### config.mk
export PLATFORM = sky130hd
export DESIGN_NAME = mul_seq
export DESIGN_NICKNAME = d
export VERILOG_FILES = /design/src/rtl/mul_pkg.sv /design/src/rtl/Add.sv /design/src/rtl/mul_seq.sv
export SDC_FILE = /design/constraint.sdc
export NUM_CORES = 1
export LEC_CHECK = 0
export ABC_AREA = 1
export CAP_MARGIN = 20
export CORE_UTILIZATION = 42
export CTS_CLUSTER_SIZE = 14
export DETAILED_ROUTE_END_ITERATION = 16
export PLACE_DENSITY = 0.69
export SLEW_MARGIN = 20
export SYNTH_ARGS = -nofsm -noshare
export SYNTH_HDL_FRONTEND = slang
export SYNTH_SLANG_ARGS = --single-unit
### constraint.sdc
create_clock -name clock -period 5.91 [get_ports clock]
set_input_delay 0.591 -clock clock [delete_from_list [all_inputs] [get_ports clock]]
set_output_delay 0.591 -clock clock [all_outputs]
set_load 0.01 [all_outputs]
### src/rtl/mul_pkg.sv
// mul_pkg: shared width, iteration count and sequencer state type for mul_seq.
package mul_pkg;
  localparam int WIDTH = 32;
  localparam int ITERS = 32;
  typedef enum logic [1:0] {IDLE, RUN, DONE} state_t;
endpackage

### src/rtl/Add.sv
// Add: 32-bit carry-lookahead adder built from eight 4-bit lookahead groups.
module Add (
  input  logic [31:0] a,
  input  logic [31:0] b,
  input  logic        cin,
  output logic [31:0] sum,
  output logic        cout
);
  logic [31:0] g, p, c;
  logic [8:0] gc;
  assign g = a & b;
  assign p = a ^ b;
  assign gc[0] = cin;
  for (genvar k = 0; k < 8; k++) begin : grp
    logic [3:0] gg, pp;
    assign gg = g[4*k +: 4];
    assign pp = p[4*k +: 4];
    assign c[4*k]   = gc[k];
    assign c[4*k+1] = gg[0] | (pp[0] & gc[k]);
    assign c[4*k+2] = gg[1] | (pp[1] & gg[0]) | (pp[1] & pp[0] & gc[k]);
    assign c[4*k+3] = gg[2] | (pp[2] & gg[1]) | (pp[2] & pp[1] & gg[0]) | (pp[2] & pp[1] & pp[0] & gc[k]);
    assign gc[k+1]  = gg[3] | (pp[3] & gg[2]) | (pp[3] & pp[2] & gg[1]) | (pp[3] & pp[2] & pp[1] & gg[0])
                    | (&pp & gc[k]);
  end
  assign sum = p ^ c;
  assign cout = gc[8];
endmodule

### src/rtl/mul_seq.sv
// mul_seq: unsigned 32x32 shift-add multiplier sharing one CLA adder over 32 cycles.
// Define MUL_OVF_EN to add the ovf output (nonzero upper half flagged during done).
module mul_seq
  import mul_pkg::*;
(
  input  logic             clock,
  input  logic             clear,
  input  logic             start,
  input  logic [WIDTH-1:0] RA,
  input  logic [WIDTH-1:0] RB,
  output logic             busy,
  output logic             done,
`ifdef MUL_OVF_EN
  output logic             ovf,
`endif
  output logic [WIDTH-1:0] HI,
  output logic [WIDTH-1:0] LO
);
  state_t state, state_nxt;
  logic [WIDTH-1:0] a, q, m, sum;
  logic [4:0] count;
  logic carry;
  Add u_add (.a(a), .b(q[0] ? m : '0), .cin(1'b0), .sum(sum), .cout(carry));
  always_ff @(posedge clock or posedge clear)
    if (clear) state <= IDLE;
    else state <= state_nxt;
  always_comb begin
    state_nxt = state == IDLE ? (start ? RUN : IDLE)
              : state == RUN  ? (count == 5'(ITERS - 1) ? DONE : RUN)
              : IDLE;
  end
  always_comb begin
    busy = state != IDLE;
    done = state == DONE;
`ifdef MUL_OVF_EN
    ovf = done & |a;
`endif
  end
  // The adder carry-out shifts into the top of A so no product bit is lost.
  always_ff @(posedge clock or posedge clear)
    if (clear) begin
      a <= '0;
      q <= '0;
      m <= '0;
      count <= '0;
    end else if (state == IDLE && start) begin
      a <= '0;
      q <= RB;
      m <= RA;
      count <= '0;
    end else if (state == RUN) begin
      a <= {carry, sum[WIDTH-1:1]};
      q <= {sum[0], q[WIDTH-1:1]};
      count <= count + 5'd1;
    end
  assign HI = a;
  assign LO = q;
endmodule

After elaboration in Yosys (flattened, before gate mapping)
Index checks and enable logic that the tools add are counted.
- register bits: 103
- logic and storage cells: 224
- input port bits: 67
- reduce and logical (&&, ||, !) cells: 11
- add/subtract/negate cells: 1
- muxes and demuxes: 11
- equality and inequality tests: 3
- bitwise gates (word level): 193
- operators by type and width (cell ; number):
    $mux W32 ; 5
    $and A1 B1 Y1 ; 114
    $or A1 B1 Y1 ; 76
    $xor A32 B32 Y32 ; 2
    $and A32 B32 Y32 ; 1
    $reduce_and A4 Y1 ; 7
    $mux W5 ; 2
    $mux W2 ; 3
    $add A5 B1 Y5 const B ; 1
    $eq A5 B5 Y1 const B ; 1
    $reduce_bool A2 Y1 ; 2
    $eq A2 B1 Y1 const B ; 1
    $eq A2 B2 Y1 const B ; 1
    $logic_not A2 Y1 ; 1
    $logic_and A1 B1 Y1 ; 1
    $mux W1 ; 1

Logic depth before layout (Yosys ltp)
Gate-level depths: netlist of the first run.
- depth after elaboration: 23
- gate-level depth with buffers: 26
- mapped depth without buffers: 24

Modules after synthesis
Synthesis of the first run repeated with hierarchy kept, for this count alone.
- cell total of the unflattened synthesis: 736
- area total of the unflattened synthesis: 5780.5 um2
- by module, submodules not included (module ; instances ; cells each ; area an instance (um2) ; seq. area each (um2)):
    mul_seq ; 1 ; 554 ; 4399.2 ; 2577.5
    Add ; 1 ; 182 ; 1381.3 ; 0.0

Worst setup path after synthesis of the first run
Ideal clock, no wire load.
- path type: register -> register
- start point: reg q[0] (netlist: LO[0])
- end point: reg a[27] (netlist: HI[27])
- arrival time: 2946 ps
- buffers on the path: 2
- data required time: 5789 ps
- path slack: 2843 ps
- period minus slack after synthesis: 3067 ps
- stages on the path, launching flop included: 23
- path through: dfrtp_1 clkbuf_1 clkbuf_1 nand2_1 inv_1 ha_1 or2_0 nand2_1 nand2_1 nand2_1 nand2_2 nand2_2 nand2_4 nand2_2 nand2_4 nand2_2 nand2_4 nand2_4 nand2_4 nand2_4 nand2_4 fa_1 a22o_1
- longest elaborated chain between the ends: 21
- ends and longest elaborated chain (item ; line ; RTL):
    from (decl) ; mul_seq.sv:20 ; logic [WIDTH-1:0] a, q, m, sum;
    from (signal assigned) ; mul_seq.sv:53 ; q <= {sum[0], q[WIDTH-1:1]};
    $mux W32 * ; mul_seq.sv:23 ; Add u_add (.a(a), .b(q[0] ? m : '0), .cin(1'b0), .sum(sum), .cout(carry));
    $xor A32 B32 Y32 or $and A32 B32 Y32 (tied branches) ; Add.sv:12, Add.sv:11 ;
    $and A1 B1 Y1 ; Add.sv:22 ; assign gc[k+1] = gg[3] | (pp[3] & gg[2]) | (pp[3] & pp[2] & gg[1]) | (pp[3] & pp[2] & pp[1] & gg[0])
    $or A1 B1 Y1 or $and A1 B1 Y1 (tied branches) (2 in series) ; Add.sv:22 ;
    $or A1 B1 Y1 ; Add.sv:22 ;
    $and A1 B1 Y1 ; Add.sv:23 ; | (&pp & gc[k]);
    $or A1 B1 Y1 ; Add.sv:23 ;
    $and A1 B1 Y1 ; Add.sv:23 ;
    [4 not listed] ; - ;
    $or A1 B1 Y1 ; Add.sv:23 ;
    $and A1 B1 Y1 ; Add.sv:23 ;
    $or A1 B1 Y1 ; Add.sv:23 ;
    $and A1 B1 Y1 ; Add.sv:23 ;
    $or A1 B1 Y1 ; Add.sv:23 ;
    $xor A32 B32 Y32 * ; Add.sv:25 ; assign sum = p ^ c;
    $mux W32 * ; mul_seq.sv:51 ; end else if (state == RUN) begin
    $mux W32 * ; mul_seq.sv:46 ; end else if (state == IDLE && start) begin
    to (signal assigned) ; mul_seq.sv:52 ; a <= {carry, sum[WIDTH-1:1]};
    to (decl) ; mul_seq.sv:20 ;
Mark *: on every way between the ends. The rest lies on a longest branch, timed or not. The select of a mux whose other input is x is not followed.
A chain may end at the register's enable or synchronous reset.

Worst setup path after layout of the first run
- start point: reg q[0] (netlist: LO[0])
- end point: reg a[28] (netlist: HI[28])
- longest elaborated chain between the ends: 23
- ends and longest elaborated chain (item ; line ; RTL):
    $mux W32 * ; mul_seq.sv:23 ;
    $xor A32 B32 Y32 or $and A32 B32 Y32 (tied branches) ; Add.sv:12, Add.sv:11 ;
    $and A1 B1 Y1 ; Add.sv:22 ;
    $or A1 B1 Y1 or $and A1 B1 Y1 (tied branches) (2 in series) ; Add.sv:22 ;
    $or A1 B1 Y1 ; Add.sv:22 ;
    $and A1 B1 Y1 ; Add.sv:23 ;
    $or A1 B1 Y1 ; Add.sv:23 ;
    $and A1 B1 Y1 ; Add.sv:23 ;
    [6 not listed] ; - ;
    $or A1 B1 Y1 ; Add.sv:23 ;
    $and A1 B1 Y1 ; Add.sv:23 ;
    $or A1 B1 Y1 ; Add.sv:23 ;
    $and A1 B1 Y1 ; Add.sv:19 ; assign c[4*k+1] = gg[0] | (pp[0] & gc[k]);
    $or A1 B1 Y1 ; Add.sv:19 ;
    $xor A32 B32 Y32 * ; Add.sv:25 ;
    $mux W32 * ; mul_seq.sv:51 ;
    $mux W32 * ; mul_seq.sv:46 ;
Marks and branches as above.

==> results of run 1 <==
==> logic make-up (layout without fill, tap and decap cells) <==
logic type / count (synthesis) / after routing
XOR/XNOR: 1 / 1
AND/OR/NAND/NOR: 311 / 311
buffers and inverters: 123 / 249
adder cells (fa/ha/maj): 42 / 42
AO/OA/AOI/OAI: 100 / 100
flip-flops: 103 / 103
==> metal layers <==
| metal | GRT usage [%] | share of wire, % |
|---|---|---|
| met4 | 6.66 | 1.4 |
| met5 | 0 | 0 |
| met3 | 5.89 | 5.5 |
| met1 | 25.0 | 45 |
| met2 | 35.0 | 48 |
==> worst max-delay path, stage by stage, from the launching register on <==
cell and delay (ns):
dfrtp_1 0.37, buf_4 0.36, nand2_1 0.11, inv_1 0.07, ha_1 0.25, or2_0 0.20
nand2_1 0.07, nand2_1 0.07, nand2_1 0.07, nand2_2 0.07, nand2_2 0.09, nand2_4 0.06
nand2_2 0.08, nand2_4 0.06, nand2_2 0.08, nand2_4 0.07, nand2_4 0.07, nand2_4 0.07
nand2_4 0.08, nand2_4 0.06, fa_1 0.41, nand2_1 0.08, nand2_1 0.05, o21ai_0 0.17
==> metrics by stage <==
step | hold WS (ns) | cells | util [%] | instance area [um^2]
after floorplan | 0.449 | 680 | - | 5590
after global placement | 0.465 | 962 | 55.1 | 7070
after detailed placement | 0.465 | 962 | 55.1 | 7070
after CTS | 0.486 | 978 | 57.5 | 7370
after global routing | 0.504 | 978 | 57.5 | 7380
final | 0.483 | 978 | 57.5 | 7380
==> cells in the final DEF (no fill, tap or decap), types with 2 or more instances in the layout <==
cell and count:
nand2_1 250, clkdlybuf4s50_1 132, dfrtp_1 103, inv_1 93, ha_1 34, o221ai_1 30
o21ai_0 28, nor2_1 25, a21oi_1 20, nand3_1 13, a22o_1 9, clkbuf_16 9
fa_1 8, nand2_4 7, nand2_2 6, buf_4 5, a32o_1 4, o211ai_1 3
nor3_1 3, or2_2 2, nand4_1 2, o21bai_1 2, inv_6 2
==> worst max path at each step <==
stage	to	slack [ns]	cells after the start
finish	HI[28]	2.75	23
global route	LO[12]	2.45	7
detailed placement	LO[13]	2.36	7
global placement	LO[1]	2.51	7
floorplan	HI[0]	2.62	1
CTS	HI[28]	2.71	23
==> registers in the layout, summed over array words and instances, names as in the netlist <==
signal and cells:
count 5, state 2, LO 32, m 32, HI 32
==> where the power goes <==
| part | leakage [nW] | internal [mW] | switching [mW] | total [mW] |
|---|---|---|---|---|
| clock network | 0.147 | 0.344 | 0.277 | 0.621 |
| registers | 1.25 | 1.08 | 0.262 | 1.34 |
| logic | 2.40 | 1.07 | 1.20 | 2.26 |
| total | 3.80 | 2.49 | 1.74 | 4.22 |
==> layout make-up <==
type | instances | share of cell area (%)
Multi-Input combinational cell | 454 | 34.6
Clock inverter | 5 | 0.865
Timing Repair Buffer | 137 | 18.4
Sequential cell | 103 | 34.9
Tap cell | 172 | 2.92
Clock buffer | 11 | 3.29
Inverter | 96 | 4.94
==> results_dict.tcl, run 1 <==
set metrics [dict create \
    worstSetupPathType "flip-flop to flip-flop" \
    htreeDepth 3 \
    post-cts-setup-buffers 0 \
    synth-seq-cells 103 \
    clkTransAtPathRegs_ns 0.07 \
    slew_headroom_pct 34.4 \
    vdd_drop_max_mv 0.251 \
    synth_ff_type "dfrtp_1" \
    drtIter0Drc 227 \
    synthArstFlopShare_pct 100 \
    worstHoldPathCells 2 \
    drtAntennaViolNets 0 \
    max_freq_mhz 317 \
    synth_top_area_share_pct 46.1 \
    io_buffers 132 \
    fin_ws_ns 2.75 \
    start_util_pct 43.6 \
    post-dp-hpwl_mm 9.16 \
    worstSetupStartpointType "flip-flop" \
    cts_tree "done" \
    cp_data_arrival_time_ns 3.44 \
    powerDensity_mw_per_mm2 573 \
    cts_sinks 103 \
    rrSetupSlack_ns 2.75 \
    synth_edf_count 0 \
    cp_max_fo 32 \
    r2r_start "LO[0]" \
    slew_violations 0 \
    tightest_slew_ns 0.978 \
    num_rows 41 \
    p_leak_nw 3.80 \
    pre_cts_ws_ns 2.36 \
    holdBufCountCts 0 \
    netlist_area_mm2 0.00559 \
    avgSynthCellArea_um2 8.22 \
    clock_path_buffers 2 \
    multi_input_area_mm2 0.00255 \
    ys_top_cells_by_area "dfrtp_1 46%, nand2_1 17%, ha_1 7.6%" \
    root_buffer "clkbuf_16" \
    synth_top_family_by_area "simple AND/OR/NAND/NOR gates" \
    synth_common_cells "250 x nand2_1, 103 x dfrtp_1, 96 x inv_1, 34 x ha_1, 30 x o221ai_1" \
    pin_count 133 \
    vias 4824 \
    place.gp.congestion 0.865 \
    synth_compound_area_share_pct 12.3 \
    rsz0062_at_grt "false" \
    r2r_cells 23 \
    clock-skew-final_ns 0.00929 \
    diodes 0 \
    min_from "m[0]" \
    power_mw 4.22 \
    finalHoldViolations 0 \
    syn2layout_area_growth_pct 31.9 \
    wl_per_cell_um 13.8 \
    fin_crit_sh_pct 53.4 \
    antenna_found_initial 0 \
    yosysTopAreaCell "dfrtp_1" \
    synth.most_common_cell "nand2_1" \
    fin_setup_tns_ns 0 \
    regArea_mm2 0.00258 \
    overflow 0 \
    synth-xor-area-share_pct 0.157 \
    die_h_um 117 \
    yosys.area_share.simple_pct 22.7 \
    fin_nets 910 \
    totalWireLength_mm 13.4 \
    grt_pass1_vias 4962 \
    min_period_ns 3.16 \
    cts.repair.resized 0 \
    grt_max_degree 75 \
    clock_latency_ns 0.36 \
    r2r-end "HI[28]" \
    drive_above_1_share_pct 4.84 \
    synth_mux_area_share_pct 0 \
    grt_pass1_wl_mm 22.9 \
    mappedNetlistNets 789 \
    final-setup-viol-count 0 \
    yosysUniqueCellTypes 29 \
    min_path_type "flip-flop to flip-flop" \
    synthAdderAreaFrac_pct 10.5 \
    via_per_inst 4.93 \
    outcome "completed" \
    min_to "m[0]" \
    ys_warn_count 0 \
    synth_seq_area_share_pct 46.1 \
    critPathCaptureType "flip-flop" \
    grt_util_all_layers_pct 20.6 \
    drc 0 \
    startpoint "LO[0]" \
    drt-pass1-iter-count 4 \
    max_cap_violations 0 \
    core_mm2 0.0128 \
    syn-instance-count 680 \
    cts_buffers 9 \
    n_fill_cell 1154 \
    fp.dieW_um 117 \
    cp.required_ns 6.19 \
    die_area_mm2 0.0138 \
]
Power figures use the tool's default switching activity.
==> run 2: changes to the inputs <==
--- a/config.mk
+++ b/config.mk
@@ -10,7 +10,7 @@
 export CORE_UTILIZATION = 42
 export CTS_CLUSTER_SIZE = 14
 export DETAILED_ROUTE_END_ITERATION = 16
-export PLACE_DENSITY = 0.69
+export PLACE_DENSITY = 0.72
 export SLEW_MARGIN = 20
 export SYNTH_ARGS = -nofsm -noshare
 export SYNTH_HDL_FRONTEND = slang
==> constraint.sdc (replaced) <==
create_clock -name clock -period 2.6 [get_ports clock]
set_input_delay 0.26 -clock clock [delete_from_list [all_inputs] [get_ports clock]]
set_output_delay 0.26 -clock clock [all_outputs]
set_load 0.01 [all_outputs]
==> run 2 against run 1 <==
Net effect: the run now ends with negative setup slack left; critical path depth decreased by 5; sequential share of layout area decreased by 2.9 points; die area unchanged; non-clock buffer count increased by 49; critical path type unchanged.
==> results_dict.tcl, run 2 (same netlist as run 1, synthesis figures left out) <==
set metrics [dict create \
    route.met3.wl_um 696 \
    cp_max_fo 8 \
    critPathCaptureType "flip-flop" \
    htreeDepth 3 \
    die_area_mm2 0.0138 \
    rrSetupSlack_ns -0.18 \
    r2r-end "HI[27]" \
    clock_latency_ns 0.35 \
    clock-skew-final_ns 0.00663 \
    fin_nets 959 \
    root_buffer "clkbuf_16" \
    violations "negative setup slack" \
    worstSetupStartpointType "flip-flop" \
    drtAntennaViolNets 0 \
    drive_above_1_share_pct 15.7 \
    clock_path_buffers 2 \
    io_buffers 132 \
    grt_max_degree 67 \
    grt_util_all_layers_pct 21.7 \
    antenna_found_initial 0 \
    slew_violations 0 \
    swShare_pct 40.8 \
    worstSetupPathType "flip-flop to flip-flop" \
    power_mw 10.7 \
    vias 5124 \
    layout_common_cells "241 x nand2_1, 132 x clkdlybuf4s50_1, 102 x dfrtp_1" \
    max_freq_mhz 360 \
    outcome "finished with violations" \
    totalWireLength_mm 14.4 \
    wl_met2_mm 7.40 \
    overflow 0 \
    fin_hold_ws_ns 0.321 \
    cts_sinks 103 \
    pre_cts_ws_ns -0.186 \
    via_per_inst 4.99 \
    p_leak_nw 4.09 \
    tightest_slew_ns 0.686 \
    slew_headroom_pct 54.2 \
    seq_power_share_pct 29.1 \
    cts_buffers 9 \
    fp.dieW_um 117 \
    grt_pass1_vias 5253 \
    min_period_ns 2.78 \
    die_h_um 117 \
    cts_tree "done" \
    top_layer "met4" \
    final-setup-viol-count 8 \
    drtIter0Drc 199 \
    r2r_start "LO[0]" \
    diodes 0 \
    syn2layout_area_growth_pct 44.1 \
    finalHoldViolations 0 \
    switchingPower_mw 4.39 \
    clkTransAtPathRegs_ns 0.07 \
    fin_crit_sh_pct 107 \
    rsz0062_at_grt "true" \
    drc 0 \
    fin_ws_ns -0.176 \
    grt_pass1_wl_mm 24.3 \
    drt-pass1-iter-count 6 \
    pin_count 133 \
    n_fill_cell 1099 \
    cp_data_arrival_time_ns 3.01 \
    start_util_pct 43.6 \
    powerDensity_mw_per_mm2 1330 \
    vdd_drop_max_mv 0.618 \
    r2r_cells 18 \
    layout_commonest_cell "nand2_1" \
    core_mm2 0.0128 \
    wl_per_cell_um 14.0 \
    cp.required_ns 2.83 \
    startpoint "LO[0]" \
    max_cap_violations 0 \
    pwr-share-clk_pct 12.7 \
    p_int_mw 6.36 \
    met1_length_mm 6.07 \
    place.gp.congestion 0.862 \
    post-dp-hpwl_mm 9.62 \
    num_rows 41 \
    p_comb_share_pct 58.2 \
    min_path_type "input port to async pin" \
]
-- run 2: cell count changes in the layout (fill, tap and decap cells not counted), sizes merged --
cell | previous run | this run
buf | 5 | 54
clkbuf | 11 | 9
clkinv | 3 | 5
clkinvlp | 1 | 2
inv | 96 | 95
-- run 2: through the flow --
stage                     util, %  TNS [ns]  area, um^2  cells
after global routing         62.8     -2.04        8060   1027
final                        62.8    -0.625        8060   1027
after global placement       57.8   -0.0825        7410    992
after floorplan                 -    -0.482        5680    680
after detailed placement     57.8    -0.494        7410    992
after CTS                    62.0    -0.329        7950   1024
-- run 2: layout make-up --
| class | instances | area, um^2 | share of cell area [%] |
|---|---|---|---|
| Inverter | 96 | 364 | 4.52 |
| Clock buffer | 9 | 225 | 2.79 |
| Timing Repair Buffer | 186 | 1800 | 22.4 |
| Sequential cell | 103 | 2580 | 32.0 |
| Clock inverter | 7 | 73.8 | 0.916 |
| Tap cell | 172 | 215 | 2.67 |
| Multi-Input combinational cell | 454 | 2800 | 34.7 |
-- run 2: layer usage --
layer,vias up,GRT usage (%)
met3,19,4.91
met2,119,38.8
met4,0,7.87
met1,2473,25.4
li1,2513,-
met5,-,0
-- run 2: worst max-delay path: stages, from the launching register on --
cell,delay [ns]
dfrtp_2,0.50
buf_12,0.18
nand2_1,0.08
inv_2,0.05
ha_4,0.21
a21oi_2,0.16
o21bai_1,0.10
a21oi_2,0.16
nand2_4,0.07
nand2_4,0.06
nand2_4,0.05
nand2_4,0.06
nand2_4,0.05
nand2_4,0.07
nand2_4,0.05
nand2_4,0.07
nand2_4,0.05
fa_2,0.43
a22o_1,0.24
-- run 2: worst max-delay path by stage --
stage / to / slack [ns] / depth (start not counted)
detailed placement: HI[27] / -0.19 / 18
global placement: HI[27] / -0.08 / 20
floorplan: HI[27] / -0.23 / 23
global route: HI[27] / -0.32 / 13
finish: HI[27] / -0.18 / 18
CTS: HI[27] / -0.15 / 20
-- run 2: power by group through the flow --
stage	clock, mW	sequential [mW]	combinational (mW)
floorplan	0	3.17	3.21
global route	1.46	3.23	6.97
global placement	0	3.06	5.51
finish	1.37	3.12	6.26
CTS	1.40	3.11	6.05
detailed placement	0	3.08	5.71
-- run 2: what timing repair did --
action	CTS	global route
cloned	1	0
pin swaps	12	24
setup endpoints to repair	4	14
resized for setup	21	29
hold endpoints to repair	0	0
hold buffers	0	0
setup buffers	15	4
==> run 3: changes to the inputs <==
--- a/config.mk
+++ b/config.mk
@@ -8,9 +8,11 @@
 export ABC_AREA = 1
 export CAP_MARGIN = 20
 export CORE_UTILIZATION = 42
+export CTS_BUF_LIST = sky130_fd_sc_hd__clkbuf_8
 export CTS_CLUSTER_SIZE = 14
 export DETAILED_ROUTE_END_ITERATION = 16
 export PLACE_DENSITY = 0.72
+export REMOVE_ABC_BUFFERS = 1
 export SLEW_MARGIN = 20
 export SYNTH_ARGS = -nofsm -noshare
 export SYNTH_HDL_FRONTEND = slang
==> run 3 against run 2 <==
Net effect: the flow still finishes with violations (negative setup slack); die area stayed put; first-iteration DRC count is 13% higher; clock power is 23% lower; critical path depth is 2 higher; cell count is 0.49% lower; non-clock buffer count is 5 lower; wire length is 1.8% higher; sequential power hardly changed; combinational power hardly changed; worst setup slack worse by 0.079 ns; via count is 1.0% lower; critical path type unchanged; critical endpoint unchanged; largest cell class unchanged.
==> results_dict.tcl, run 3 (same netlist as run 1, synthesis figures left out) <==
set metrics [dict create \
    outcome "finished with violations" \
    violations "negative setup slack" \
    min_period_ns 2.85 \
    max_cap_violations 0 \
    root_buffer "clkbuf_8" \
    layout_commonest_cell "nand2_1" \
    drive_above_1_share_pct 13.2 \
    power_mw 10.4 \
    antenna_found_initial 0 \
    finalHoldViolations 0 \
    layout_common_cells "245 x nand2_1, 132 x clkdlybuf4s50_1, 102 x dfrtp_1" \
    start_util_pct 43.6 \
    overflow 0 \
    num_rows 41 \
    cts_tree "done" \
    powerDensity_mw_per_mm2 1320 \
    swShare_pct 41.2 \
    switchingPower_mw 4.28 \
    post-dp-hpwl_mm 9.94 \
    pre_cts_ws_ns -0.278 \
    pwr-share-clk_pct 10.2 \
    holdBufCountCts 0 \
    worstSetupPathType "flip-flop to flip-flop" \
    n_fill_cell 1112 \
    die_area_mm2 0.0138 \
    worstSetupStartpointType "flip-flop" \
    drtIter0Drc 225 \
    cp_data_arrival_time_ns 3.13 \
    via_per_inst 4.96 \
    clock_path_buffers 2 \
    syn2layout_area_growth_pct 40.9 \
    fin_ws_ns -0.255 \
    drt-pass1-iter-count 4 \
    slew_violations 0 \
    tightest_slew_ns 0.686 \
    grt_util_all_layers_pct 21.7 \
    io_buffers 132 \
    cts_sinks 103 \
    cts_buffers 9 \
    startpoint "LO[0]" \
    htreeDepth 3 \
    fin_nets 954 \
    placed_cell_area_mm2 0.00738 \
    slew_headroom_pct 54.3 \
    dpl.cell_count 999 \
    vias 5072 \
    wl_per_cell_um 14.3 \
    final-setup-viol-count 9 \
    core_mm2 0.0128 \
    p_int_mw 6.10 \
    fp.dieW_um 117 \
    fin_setup_tns_ns -0.939 \
    fin_hold_ws_ns 0.292 \
    place.gp.congestion 0.837 \
    min_path_type "input port to async pin" \
    seq_power_share_pct 29.8 \
    cp.required_ns 2.87 \
    diodes 0 \
    vdd_drop_max_mv 0.635 \
    rrSetupSlack_ns -0.25 \
    totalWireLength_mm 14.6 \
    critPathCaptureType "flip-flop" \
    r2r-end "HI[27]" \
    design_area_mm2 0.00788 \
    clkTransAtPathRegs_ns 0.09 \
    clock-skew-final_ns 0.0121 \
    max_freq_mhz 350 \
    crit_path_end "HI[27]" \
    cp_max_fo 5 \
    grt_max_degree 67 \
    drc 0 \
    p_comb_share_pct 60.1 \
    die_h_um 117 \
    drtAntennaViolNets 0 \
    r2r_start "LO[0]" \
    final_util_pct 61.4 \
    fin_crit_sh_pct 110 \
    rsz0062_at_grt "true" \
    clock_latency_ns 0.38 \
    r2r_cells 20 \
    stdcell_count 1022 \
    grt_pass1_wl_mm 24.1 \
    pin_count 133 \
    p_leak_nw 4.04 \
    grt_pass1_vias 5219 \
]
[run 3: changes by cell type in the layout (fill, tap and decap cells not counted), sizes merged]
cell	change
buf	-7
clkbuf	+5
clkinv	-3
clkinvlp	-2
inv	+2
[run 3: cell type report]
class | count | area [um^2] | share of cell area [%]
repair buffers | 181 | 1760 | 22.3
clock inverters | 4 | 43.8 | 0.556
flip-flops and latches | 103 | 2580 | 32.7
clock buffers | 12 | 165 | 2.10
inverters | 96 | 365 | 4.64
well taps | 172 | 215 | 2.73
multi-input cells | 454 | 2750 | 34.9
[run 3: worst min-delay path by stage]
| stage | end | cells after the start |
|---|---|---|
| after floorplan | m[0] | 2 |
| after global placement | m[0] | 2 |
| after detailed placement | m[15] | 2 |
| after CTS | LO[23] | 2 |
| after global routing | LO[23] | 2 |
| final | LO[26] | 2 |
[run 3: timing repair]
item | CTS | global route
setup buffers | 2 | 3
pin swaps | 2 | 13
cloned | 0 | 2
gates resized for setup | 14 | 27
hold endpoints to repair | 0 | 0
setup endpoints to repair | 11 | 13
[run 3: power by group through the flow]
stage / Sequential [mW] / Clock [mW] / Combinational, mW
3_5_place_dp: 3.03 / 0 / 5.72
5_1_grt: 3.19 / 1.14 / 6.95
6_report: 3.09 / 1.06 / 6.23
3_3_place_gp: 3.02 / 0 / 5.51
2_1_floorplan: 3.20 / 0 / 2.98
4_1_cts: 3.04 / 1.09 / 5.87
[run 3: worst max-delay path, stage by stage (launching register included)]
cell       delay, ns
dfrtp_2         0.50
clkbuf_16       0.19
nand2_1         0.08
inv_1           0.07
ha_4            0.27
nand2_4         0.05
nor2_2          0.11
nand2_1         0.07
nand2_2         0.08
nand2_2         0.06
nand2_4         0.07
nand2_4         0.05
nand2_4         0.08
nand2_4         0.05
nand2_4         0.09
nand2_4         0.05
nand2_4         0.08
nand2_4         0.06
nand2_4         0.07
fa_2            0.43
a22o_1          0.23
[run 3: routing by layer]
metal,routed length [um],track usage [%]
met5,0,0
met4,268,8.52
met3,987,5.74
met2,7150,37.3
met1,6240,25.8
